### config.mk
export PLATFORM = sky130hd
export DESIGN_NAME = ram_loader
export DESIGN_NICKNAME = d
export VERILOG_FILES = /design/src/rtl/ram_loader.sv
export SDC_FILE = /design/constraint.sdc
export NUM_CORES = 1
export LEC_CHECK = 0
export CORE_UTILIZATION = 56
export DETAILED_ROUTE_END_ITERATION = 8
export PLACE_DENSITY = 0.87
export REMOVE_ABC_BUFFERS = 1
export SYNTH_ARGS = -nofsm -noshare
export SYNTH_HDL_FRONTEND = slang
export SYNTH_SLANG_ARGS = --single-unit
### constraint.sdc
create_clock -name clk -period 4.97 [get_ports clk]
set_clock_uncertainty 0.1 [all_clocks]
set_input_delay 0.497 -clock clk [delete_from_list [all_inputs] [get_ports clk]]
set_output_delay 0.497 -clock clk [all_outputs]
set_load 0.02 [all_outputs]
### src/rtl/ram_loader.sv
`default_nettype none
// ============================================================================
//  Module      : ram_loader
//  Description : Byte-stream loader / readback engine for the 6502 memory
//                bus. Decodes WRITE, READ, RUN and HALT frames from the
//                command channel. While the loader owns the bus it drives
//                the RAM and holds the CPU in reset. RUN hands the bus to
//                the CPU and releases CPU reset.
//  Revision    : 1.0  initial release
// ----------------------------------------------------------------------------
//  Ports
//    clk        in   1   system clock, rising edge
//    reset      in   1   synchronous active-high reset
//    in_data    in   8   command/data byte
//    in_valid   in   1   in_data valid
//    in_ready   out  1   loader accepts a byte this cycle
//    out_data   out  8   readback byte
//    out_valid  out  1   out_data valid, held until accepted
//    out_ready  in   1   consumer accepts readback byte
//    cpu_ab     in  16   CPU address bus
//    cpu_do     in   8   CPU write data
//    cpu_we     in   1   CPU write enable
//    cpu_reset  out  1   CPU reset, high while the loader owns the bus
//    mem_ab     out 16   RAM address
//    mem_do     out  8   RAM write data
//    mem_we     out  1   RAM write enable
//    mem_di     in   8   RAM read data (one cycle after the address)
//    busy       out  1   frame in progress
// ============================================================================
module ram_loader (
    input  logic        clk,
    input  logic        reset,
    input  logic [7:0]  in_data,
    input  logic        in_valid,
    output logic        in_ready,
    output logic [7:0]  out_data,
    output logic        out_valid,
    input  logic        out_ready,
    input  logic [15:0] cpu_ab,
    input  logic [7:0]  cpu_do,
    input  logic        cpu_we,
    output logic        cpu_reset,
    output logic [15:0] mem_ab,
    output logic [7:0]  mem_do,
    output logic        mem_we,
    input  logic [7:0]  mem_di,
    output logic        busy
);

    localparam logic [7:0] c_CMD_WRITE = 8'h01;
    localparam logic [7:0] c_CMD_READ  = 8'h02;
    localparam logic [7:0] c_CMD_RUN   = 8'h03;
    localparam logic [7:0] c_CMD_HALT  = 8'h04;

    typedef enum logic [2:0] {
        ST_IDLE  = 3'd0,
        ST_AH    = 3'd1,
        ST_AL    = 3'd2,
        ST_LEN   = 3'd3,
        ST_WDATA = 3'd4,
        ST_RADDR = 3'd5,
        ST_RWAIT = 3'd6,
        ST_RSEND = 3'd7
    } state_t;

    // ------------------------------------------------------------------
    // Registers
    // ------------------------------------------------------------------
    state_t      r_state_q,     w_state_d;
    logic        r_mode_wr_q,   w_mode_wr_d;    // 1 = WRITE frame, 0 = READ
    logic [15:0] r_addr_q,      w_addr_d;
    logic [8:0]  r_count_q,     w_count_d;      // 9 bits so LEN=0 holds 256
    logic        r_owner_cpu_q, w_owner_cpu_d;  // 1 = CPU owns the RAM bus
    logic        r_cpu_reset_q, w_cpu_reset_d;
    logic [15:0] r_ld_ab_q,     w_ld_ab_d;
    logic [7:0]  r_ld_do_q,     w_ld_do_d;
    logic        r_ld_we_q,     w_ld_we_d;
    logic [7:0]  r_out_data_q,  w_out_data_d;
    logic        r_out_valid_q, w_out_valid_d;

    // ------------------------------------------------------------------
    // Handshakes and helpers
    // ------------------------------------------------------------------
    logic        w_in_ready;
    logic        w_in_fire;
    logic        w_out_fire;
    logic [15:0] w_addr_inc;
    logic [8:0]  w_count_dec;
    logic        w_last;

    // The read path stalls the command channel until the frame completes.
    always_comb begin
        w_in_ready = 1'b0;
        case (r_state_q)
            ST_IDLE, ST_AH, ST_AL, ST_LEN, ST_WDATA: w_in_ready = 1'b1;
            default:                                 w_in_ready = 1'b0;
        endcase
    end

    assign w_in_fire   = in_valid & w_in_ready;
    assign w_out_fire  = r_out_valid_q & out_ready;
    assign w_addr_inc  = r_addr_q + 16'd1;      // wraps 0xFFFF -> 0x0000
    assign w_count_dec = r_count_q - 9'd1;
    assign w_last      = (r_count_q == 9'd1);

    // ------------------------------------------------------------------
    // Next-state and datapath
    // ------------------------------------------------------------------
    always_comb begin
        w_state_d     = r_state_q;
        w_mode_wr_d   = r_mode_wr_q;
        w_addr_d      = r_addr_q;
        w_count_d     = r_count_q;
        w_owner_cpu_d = r_owner_cpu_q;
        w_ld_ab_d     = r_ld_ab_q;
        w_ld_do_d     = r_ld_do_q;
        w_ld_we_d     = 1'b0;                    // write strobe is a one-cycle pulse
        w_out_data_d  = r_out_data_q;
        w_out_valid_d = r_out_valid_q;

        case (r_state_q)
            ST_IDLE: begin
                if (w_in_fire) begin
                    case (in_data)
                        c_CMD_WRITE: begin
                            w_mode_wr_d   = 1'b1;
                            w_owner_cpu_d = 1'b0;
                            w_state_d     = ST_AH;
                        end
                        c_CMD_READ: begin
                            w_mode_wr_d   = 1'b0;
                            w_owner_cpu_d = 1'b0;
                            w_state_d     = ST_AH;
                        end
                        c_CMD_RUN:  w_owner_cpu_d = 1'b1;
                        c_CMD_HALT: w_owner_cpu_d = 1'b0;
                        default:    w_state_d     = ST_IDLE;
                    endcase
                end
            end

            ST_AH: begin
                if (w_in_fire) begin
                    w_addr_d  = {in_data, r_addr_q[7:0]};
                    w_state_d = ST_AL;
                end
            end

            ST_AL: begin
                if (w_in_fire) begin
                    w_addr_d  = {r_addr_q[15:8], in_data};
                    w_state_d = ST_LEN;
                end
            end

            ST_LEN: begin
                if (w_in_fire) begin
                    w_count_d = (in_data == 8'h00) ? 9'd256 : {1'b0, in_data};
                    if (r_mode_wr_q) begin
                        w_state_d = ST_WDATA;
                    end else begin
                        // Present the address during RADDR so that the
                        // synchronous RAM returns it during RWAIT.
                        w_ld_ab_d = r_addr_q;
                        w_state_d = ST_RADDR;
                    end
                end
            end

            ST_WDATA: begin
                if (w_in_fire) begin
                    w_ld_ab_d = r_addr_q;
                    w_ld_do_d = in_data;
                    w_ld_we_d = 1'b1;
                    w_addr_d  = w_addr_inc;
                    w_count_d = w_count_dec;
                    if (w_last) begin
                        w_state_d = ST_IDLE;
                    end
                end
            end

            ST_RADDR: begin
                w_ld_ab_d = r_addr_q;
                w_state_d = ST_RWAIT;
            end

            ST_RWAIT: begin
                w_out_data_d  = mem_di;
                w_out_valid_d = 1'b1;
                w_state_d     = ST_RSEND;
            end

            ST_RSEND: begin
                if (w_out_fire) begin
                    w_out_valid_d = 1'b0;
                    w_addr_d      = w_addr_inc;
                    w_count_d     = w_count_dec;
                    w_ld_ab_d     = w_addr_inc;
                    w_state_d     = w_last ? ST_IDLE : ST_RADDR;
                end
            end

            default: w_state_d = ST_IDLE;
        endcase

        w_cpu_reset_d = ~w_owner_cpu_d;
    end

    // ------------------------------------------------------------------
    // State registers
    // ------------------------------------------------------------------
    always_ff @(posedge clk) begin
        if (reset) begin
            r_state_q     <= ST_IDLE;
            r_mode_wr_q   <= 1'b0;
            r_addr_q      <= 16'h0000;
            r_count_q     <= 9'd0;
            r_owner_cpu_q <= 1'b0;
            r_cpu_reset_q <= 1'b1;
            r_ld_ab_q     <= 16'h0000;
            r_ld_do_q     <= 8'h00;
            r_ld_we_q     <= 1'b0;
            r_out_data_q  <= 8'h00;
            r_out_valid_q <= 1'b0;
        end else begin
            r_state_q     <= w_state_d;
            r_mode_wr_q   <= w_mode_wr_d;
            r_addr_q      <= w_addr_d;
            r_count_q     <= w_count_d;
            r_owner_cpu_q <= w_owner_cpu_d;
            r_cpu_reset_q <= w_cpu_reset_d;
            r_ld_ab_q     <= w_ld_ab_d;
            r_ld_do_q     <= w_ld_do_d;
            r_ld_we_q     <= w_ld_we_d;
            r_out_data_q  <= w_out_data_d;
            r_out_valid_q <= w_out_valid_d;
        end
    end

    // ------------------------------------------------------------------
    // Outputs and RAM bus multiplexer
    // ------------------------------------------------------------------
    assign in_ready  = w_in_ready;
    assign out_data  = r_out_data_q;
    assign out_valid = r_out_valid_q;
    assign cpu_reset = r_cpu_reset_q;
    assign busy      = (r_state_q != ST_IDLE);

    // CPU path is combinational so the CPU sees the RAM exactly as if the
    // loader were absent; the loader path comes straight from registers.
    assign mem_ab = r_owner_cpu_q ? cpu_ab : r_ld_ab_q;
    assign mem_do = r_owner_cpu_q ? cpu_do : r_ld_do_q;
    assign mem_we = r_owner_cpu_q ? cpu_we : r_ld_we_q;

endmodule
`default_nettype wire

**Word-level counts from Yosys, hierarchy flattened**

Index checks and enable logic that the tools add are counted.

- Output and inout bits: 37
- Input port bits: 45
- Word-level logic and storage cells: 99
- Register bits: 65

- Muxes and demuxes: 36
- $add $sub $neg: 2
- Bitwise operators: 6
- Eq/ne operators: 21
- Reduce and logical (&&, ||, !) cells: 22

Operator list:

| operator | number |
|---|---|
| 16-bit case mux with 4 select lines | 2 |
| 16-bit two-way mux | 7 |
| 9-bit two-way mux | 4 |
| 9-bit case mux with 3 select lines | 1 |
| 3-bit two-way mux | 8 |
| 3-bit case mux with 8 select lines | 1 |
| 2-bit != test (second input constant) | 9 |
| 16-bit by 1-bit adder with 16-bit output (second input constant) | 1 |
| 8-bit by 2-bit == test with 1-bit output (second input constant) | 2 |
| 8-bit two-way mux | 2 |
| 5-bit AND reduction | 3 |
| 3-bit == test (second input constant) | 4 |
| 3-bit nonzero test | 4 |
| 9-bit by 1-bit == test with 1-bit output (second input constant) | 1 |
| 9-bit by 1-bit subtractor with 9-bit output (second input constant) | 1 |
| 8-bit by 1-bit == test with 1-bit output (second input constant) | 1 |
| 8-bit by 3-bit == test with 1-bit output (second input constant) | 1 |
| 8-bit logical NOT | 1 |
| 8-bit AND reduction | 1 |
| 1-bit two-way mux | 7 |
| 3-bit by 2-bit == test with 1-bit output (second input constant) | 2 |
| 1-bit case mux with 2 select lines | 3 |
| 3-bit case mux with 2 select lines | 1 |
| 2-bit OR reduction | 3 |
| 11 further kinds | 17 |

**Logic depth before layout (Yosys ltp)**

- Depth in word-level cells: 7
- Mapped depth: 10
- Gate-level depth less buffers: 7

**Worst setup path before layout**

Ideal clock, no wire load.

- Kind: register to register
- Start: register r_state_q[1]
- End: register r_addr_q[6]
- Slack: 2851 ps
- Stages on the path, launching flop included: 10
- Library setup time: 128 ps
- Arrival: 1891 ps
- Path through: dfxtp_1 > inv_1 > ha_1 > buf_2 > o21ai_1 > clkbuf_1 > buf_2 > o21ai_0 > a22oi_1 > nor2_1

- Longest elaborated chain between the ends: 6
- Elaborated cells on any way between the ends: 16
- Classes of those cells: 8 x eq/ne; 2 x mux; 2 x bitwise; 4 x reduce/logical

RTL lines:

| item | line | source |
|---|---|---|
| from (decl) | 69 | `state_t r_state_q, w_state_d;` |
| from (signal assigned) | 227 | `r_state_q <= w_state_d;` |
| 3-bit == test, or another cell as far along | 94, 121 |  |
| 5-bit OR reduction | 94 | `case (r_state_q)` |
| 1-bit two-way mux | 94 |  |
| 1-bit AND | 100 | `assign w_in_fire = in_valid & w_in_ready;` |
| 2-bit != test (no source line) | -- |  |
| 5-bit AND reduction (no source line) | -- |  |
| to (signal assigned) | 229 | `r_addr_q <= w_addr_d;` |
| to (decl) | 71 | `logic [15:0] r_addr_q, w_addr_d;` |

Parallel ways exist; a longest one is shown, timed or not.
A chain may end at the register's enable or synchronous reset.

**Worst setup path after layout**

- Start: register r_state_q[2]
- End: register r_addr_q[7]

The elaborated chain is that of the path after synthesis.

==> results <==
- Setup repair after global routing left no endpoint under its margin.
- The number of instances in the synthesized netlist is 495.
- sky130_fd_sc_hd__nand2_1 is the most common cell in the netlist.
- For this run, the number of Yosys warnings is 0.
- In the final layout, flip-flops and latches occupy 0.00130 mm².
- By area the synthesized netlist is led by sky130_fd_sc_hd__dfxtp_1 33%, sky130_fd_sc_hd__mux2_2 7.2%, sky130_fd_sc_hd__nand2_1 7.1%, sky130_fd_sc_hd__a21oi_1 5.3%, sky130_fd_sc_hd__nor2_1 4.3%.
- In the final design database the tool counted roughly 600 nets.
- The number of slew-limit violations in the final report is 0.
- The synthesized netlist devotes between 20 and 25% of its cell area to compound gates.
- The TritonCTS clock tree is built.
- The synthesized design contains 0 enable-type register cells.
- The slew of the pin with the lowest slew margin is about 1100 ps.
- The adder and majority gate portion of the synthesized area is 2.25%.
- The path category of the worst min-delay check is reg2reg.
- At the end of routability-driven placement, the weighted congestion stood at 0.938.
- The count of placed standard cells including taps is ~620.
- Of the available clock period, the critical path in the final layout requires approximately 64%.
- The total number of vias is around 3,900.
- The register clock-pin slew on the reported worst setup and hold paths is 70 ps.
- The floorplan has 30 rows.
- The HPWL after detailed placement is just under 7 mm.
- The flip-flop and latch count after synthesis is 65.
- For this design the top-level I/O count stands at 82.
- The buffer depth of the longest clock path is 2.
- The commonest cells after synthesis are 74 x sky130_fd_sc_hd__nand2_1, 65 x sky130_fd_sc_hd__dfxtp_1, 45 x sky130_fd_sc_hd__nor2_1, 41 x sky130_fd_sc_hd__a21oi_1, 25 x sky130_fd_sc_hd__mux2_2.
- The count of unresolved DRC violations after routing is 0.
- Clock tree synthesis selected as its root buffer the cell sky130_fd_sc_hd__clkbuf_8.
- After detailed routing, the number of vias per cell comes to approximately 6.2.
- The total power per unit cell area is slightly above 200 mW/mm².
- STA classifies the critical path startpoint as a flop.
- The met3 track demand over resource in global routing is 4.77%.
- The number of standard cells in the layout, taps in and fillers out is 637.
- The synthesized netlist devotes around 3.8% of its cell area to XOR and XNOR gates.
- The kind of end point of the critical path is a flop.
- The filler cell count is between 500 and 600.
- In the final layout, the share of cells above drive strength 1 is under 10%.
- Traced cell by cell, the critical path runs through o21ai_2 -> buf_4 -> o32ai_2 -> o21ai_0 -> a22oi_1 -> nor2_1.
- In this run the post-CTS setup repair buffer count came out at 0.
- The flow ran to the end, and the final reports show no timing, DRC or antenna violations.
- The floorplan step set the die height to 85.5 µm.
- The peak-usage layer in the global routing report is met2.
- The critical-path cell with the highest stage delay is sky130_fd_sc_hd__dfxtp_1.
- The placeable core region is 0.00676 mm².
- The dominant register cell in the synthesized netlist is sky130_fd_sc_hd__dfxtp_1.
- For this run, the total global-route usage over all layers was measured as between 20% and 30%.
- The DRC violation total after the first TritonRoute iteration is 314.
- The clock net sink count is between 60 and 70.
- The post-synthesis share of cell area spent on and, or, nand and nor gates is approximately 25%.
- For this run, the slowest stage of the critical path takes between 900 and 1000 ps.
- The total detailed-routing wirelength is 10.0 mm.
- The count of maximum capacitance violations is 0.
- The die is about 85 µm wide.
- The setup total negative slack is 0 ps.
- In the final routed layout, each cell accounts on average for around 16 µm.
- The number of antenna cells inserted is 0.
- The number of port buffers is 81.
- The first-pass GRT wire length is 16.7 mm.
- The total setup violations reported at the end of the flow is 0.
- The final standard cell utilization of the core is just over 70%.
- The count of hold-fix buffers inserted at cts is 0.
- The sequential element share of the synthesized area is 33.4%.
- The number of distinct standard cells referenced by the synthesized netlist is 63.
- The leakage power summed over all cells is approximately 1.6 nW.
- The top cell type's share of synthesized area is roughly a third.
- The worst setup path category is reg2reg.
- After synthesis the cells add up to 0.00390 mm².
- For this configuration, the core starts out at a cell density of between 50% and 60%.
- Global routing used 36.1% of the available met1 tracks.
- The global-route met2 utilization is 47.8%.
- The maximum fanout count along the critical path is 29.
- The library cell with the largest summed area after synthesis is sky130_fd_sc_hd__dfxtp_1.
- The H-tree depth reported by CTS is 3.
- The count of antenna-violating nets left after detailed routing is 0.
- The data required time of the critical path is just over 5000 ps.
- The average instance in the mapped netlist occupies 7.88 µm².
- The minimum period implied by the final worst setup slack is approximately 3200 ps.
- The multi-input combinational cells in the finished layout cover a total of 0.00242 mm².
- TritonCTS created 9 clock buffers.
- Derived from the worst setup path, the maximum achievable clock frequency is about 310 MHz.
- The worst-case IR drop observed on VDD is 0.136 mV.
- The worst pin sits at a relative slew slack of 24.5%.
- The remaining global-route overflow is 0.
- The share of flip-flops with an asynchronous set or reset after synthesis is 0%.
- Entering global routing, the biggest net connects 61 pins.
- The via count of the first global-routing pass is about 3,600.
- The combinational family with the most area after synthesis is simple AND/OR/NAND/NOR gates.
- Relative to the synthesized area, the layout overhead comes to 24.0%.
- For the worst setup path, the data arrival time is roughly 3300 ps.
- The die covers 0.00730 mm².
- The quantity of gates resized following cts is 0.
- The number of hold violations in the final report is 0.
- The share of cell area taken by muxes after synthesis is about 7.5%.
- At the later pin of the worst-skew pair, clock insertion delay measures roughly 350 ps.
- The number of iterations in the first detailed-routing pass is 5.
- The initial antenna violation count is 0.
[sequential cells by signal, indices dropped and copies added, names as in the netlist, named ones only]
signal       cells
r_addr_q        16
r_ld_ab_q       16
r_count_q        9
out_data         8
r_ld_do_q        8
r_state_q        3
cpu_reset        1
out_valid        1
r_ld_we_q        1
r_mode_wr_q      1
[report_power, final]
part | internal (mW) | total, mW | switching (mW)
combinational | 0.0394 | 0.0728 | 0.0334
clock | 0.190 | 0.386 | 0.196
sequential | 0.521 | 0.522 | 0.000774
[path summary, 6_finish.rpt]
path                             startpoint                         to  slack (ps)  cells past startpoint
hold / removal    r_ld_do_q[5]$_SDFFE_PP0P_  r_ld_do_q[5]$_SDFFE_PP0P_         360                      2
hold reg to reg   r_ld_do_q[5]$_SDFFE_PP0P_  r_ld_do_q[5]$_SDFFE_PP0P_         360                      2
setup reg to reg  r_state_q[2]$_SDFFE_PP0P_   r_addr_q[7]$_SDFFE_PP0P_        1760                      6
setup / recovery  r_state_q[2]$_SDFFE_PP0P_   r_addr_q[7]$_SDFFE_PP0P_        1760                      6
[routing by layer]
layer / wire [µm] / vias to the layer above
met3: 719 / 25
met5: 0 / -
met4: 253 / 0
met2: 4810 / 172
met1: 4250 / 1809
li1: - / 1921
[cells by family (layout without fill, tap and decap cells)]
group / count (synthesis) / after routing
simple gates: 201 / 201
flops: 65 / 65
xor+xnor: 17 / 17
compound gates: 135 / 135
mux: 26 / 26
fa+ha+maj: 7 / 7
buf+inv: 44 / 106
[through the flow]
step / worst slack, ps / instance area [µm²] / total power [mW] / hold slack [ps]
finish: 1760 / 4830 / 0.981 / 357
global route: 1490 / 4830 / 1.01 / 375
CTS: 1880 / 4830 / 0.984 / 357
detailed placement: 1930 / 4670 / 0.606 / 348
global placement: 2030 / 4670 / 0.605 / 342
floorplan: 1860 / 3750 / 0.549 / 328
[cell type report]
type	instances	share of cell area [%]
Multi-Input combinational cell	386	50.1
Clock inverter	3	0.362
Inverter	8	0.621
Timing Repair Buffer	83	17.0
Sequential cell	65	26.9
Clock buffer	12	3.00
Tap cell	80	2.07
[worst max-delay path: cells and delay by family, from the launching register on]
kind                   cells  cell delay [ps]
DFF                        1              910
AOI/OAI and AO/OA          4             1640
and+or+nand+nor            1               50
buffers and inverters      1              350
[placed cells by master, fill, tap and decap left out, types with 4 or more instances in the layout]
cell                              netlist  final
sky130_fd_sc_hd__clkdlybuf4s50_1        0     80
sky130_fd_sc_hd__nand3_1               23     23
sky130_fd_sc_hd__a21oi_1               41     41
sky130_fd_sc_hd__nor4_1                 4      4
sky130_fd_sc_hd__nor2_1                45     45
sky130_fd_sc_hd__and2_1                 5      5
sky130_fd_sc_hd__o21ai_0               16     16
sky130_fd_sc_hd__nor2b_1                4      4
sky130_fd_sc_hd__xnor2_1                9      9
sky130_fd_sc_hd__mux2_2                25     25
sky130_fd_sc_hd__nand2_1               74     74
sky130_fd_sc_hd__and3_1                 7      7
sky130_fd_sc_hd__a22oi_1                9      9
sky130_fd_sc_hd__nor3_1                 9      9
sky130_fd_sc_hd__a311oi_1               4      4
sky130_fd_sc_hd__a32o_1                 4      4
sky130_fd_sc_hd__inv_1                  7      7
sky130_fd_sc_hd__nand4_1                6      6
sky130_fd_sc_hd__o21ai_1                5      4
sky130_fd_sc_hd__o21a_1                 4      4
sky130_fd_sc_hd__ha_1                   7      7
sky130_fd_sc_hd__a211oi_1              18     18
sky130_fd_sc_hd__clkbuf_8               0     10
sky130_fd_sc_hd__o31ai_1                4      4
sky130_fd_sc_hd__xor2_1                 8      8
sky130_fd_sc_hd__and4_1                 4      4
sky130_fd_sc_hd__dfxtp_1               65     65
Note: power is estimated with default switching activity, not from simulation.
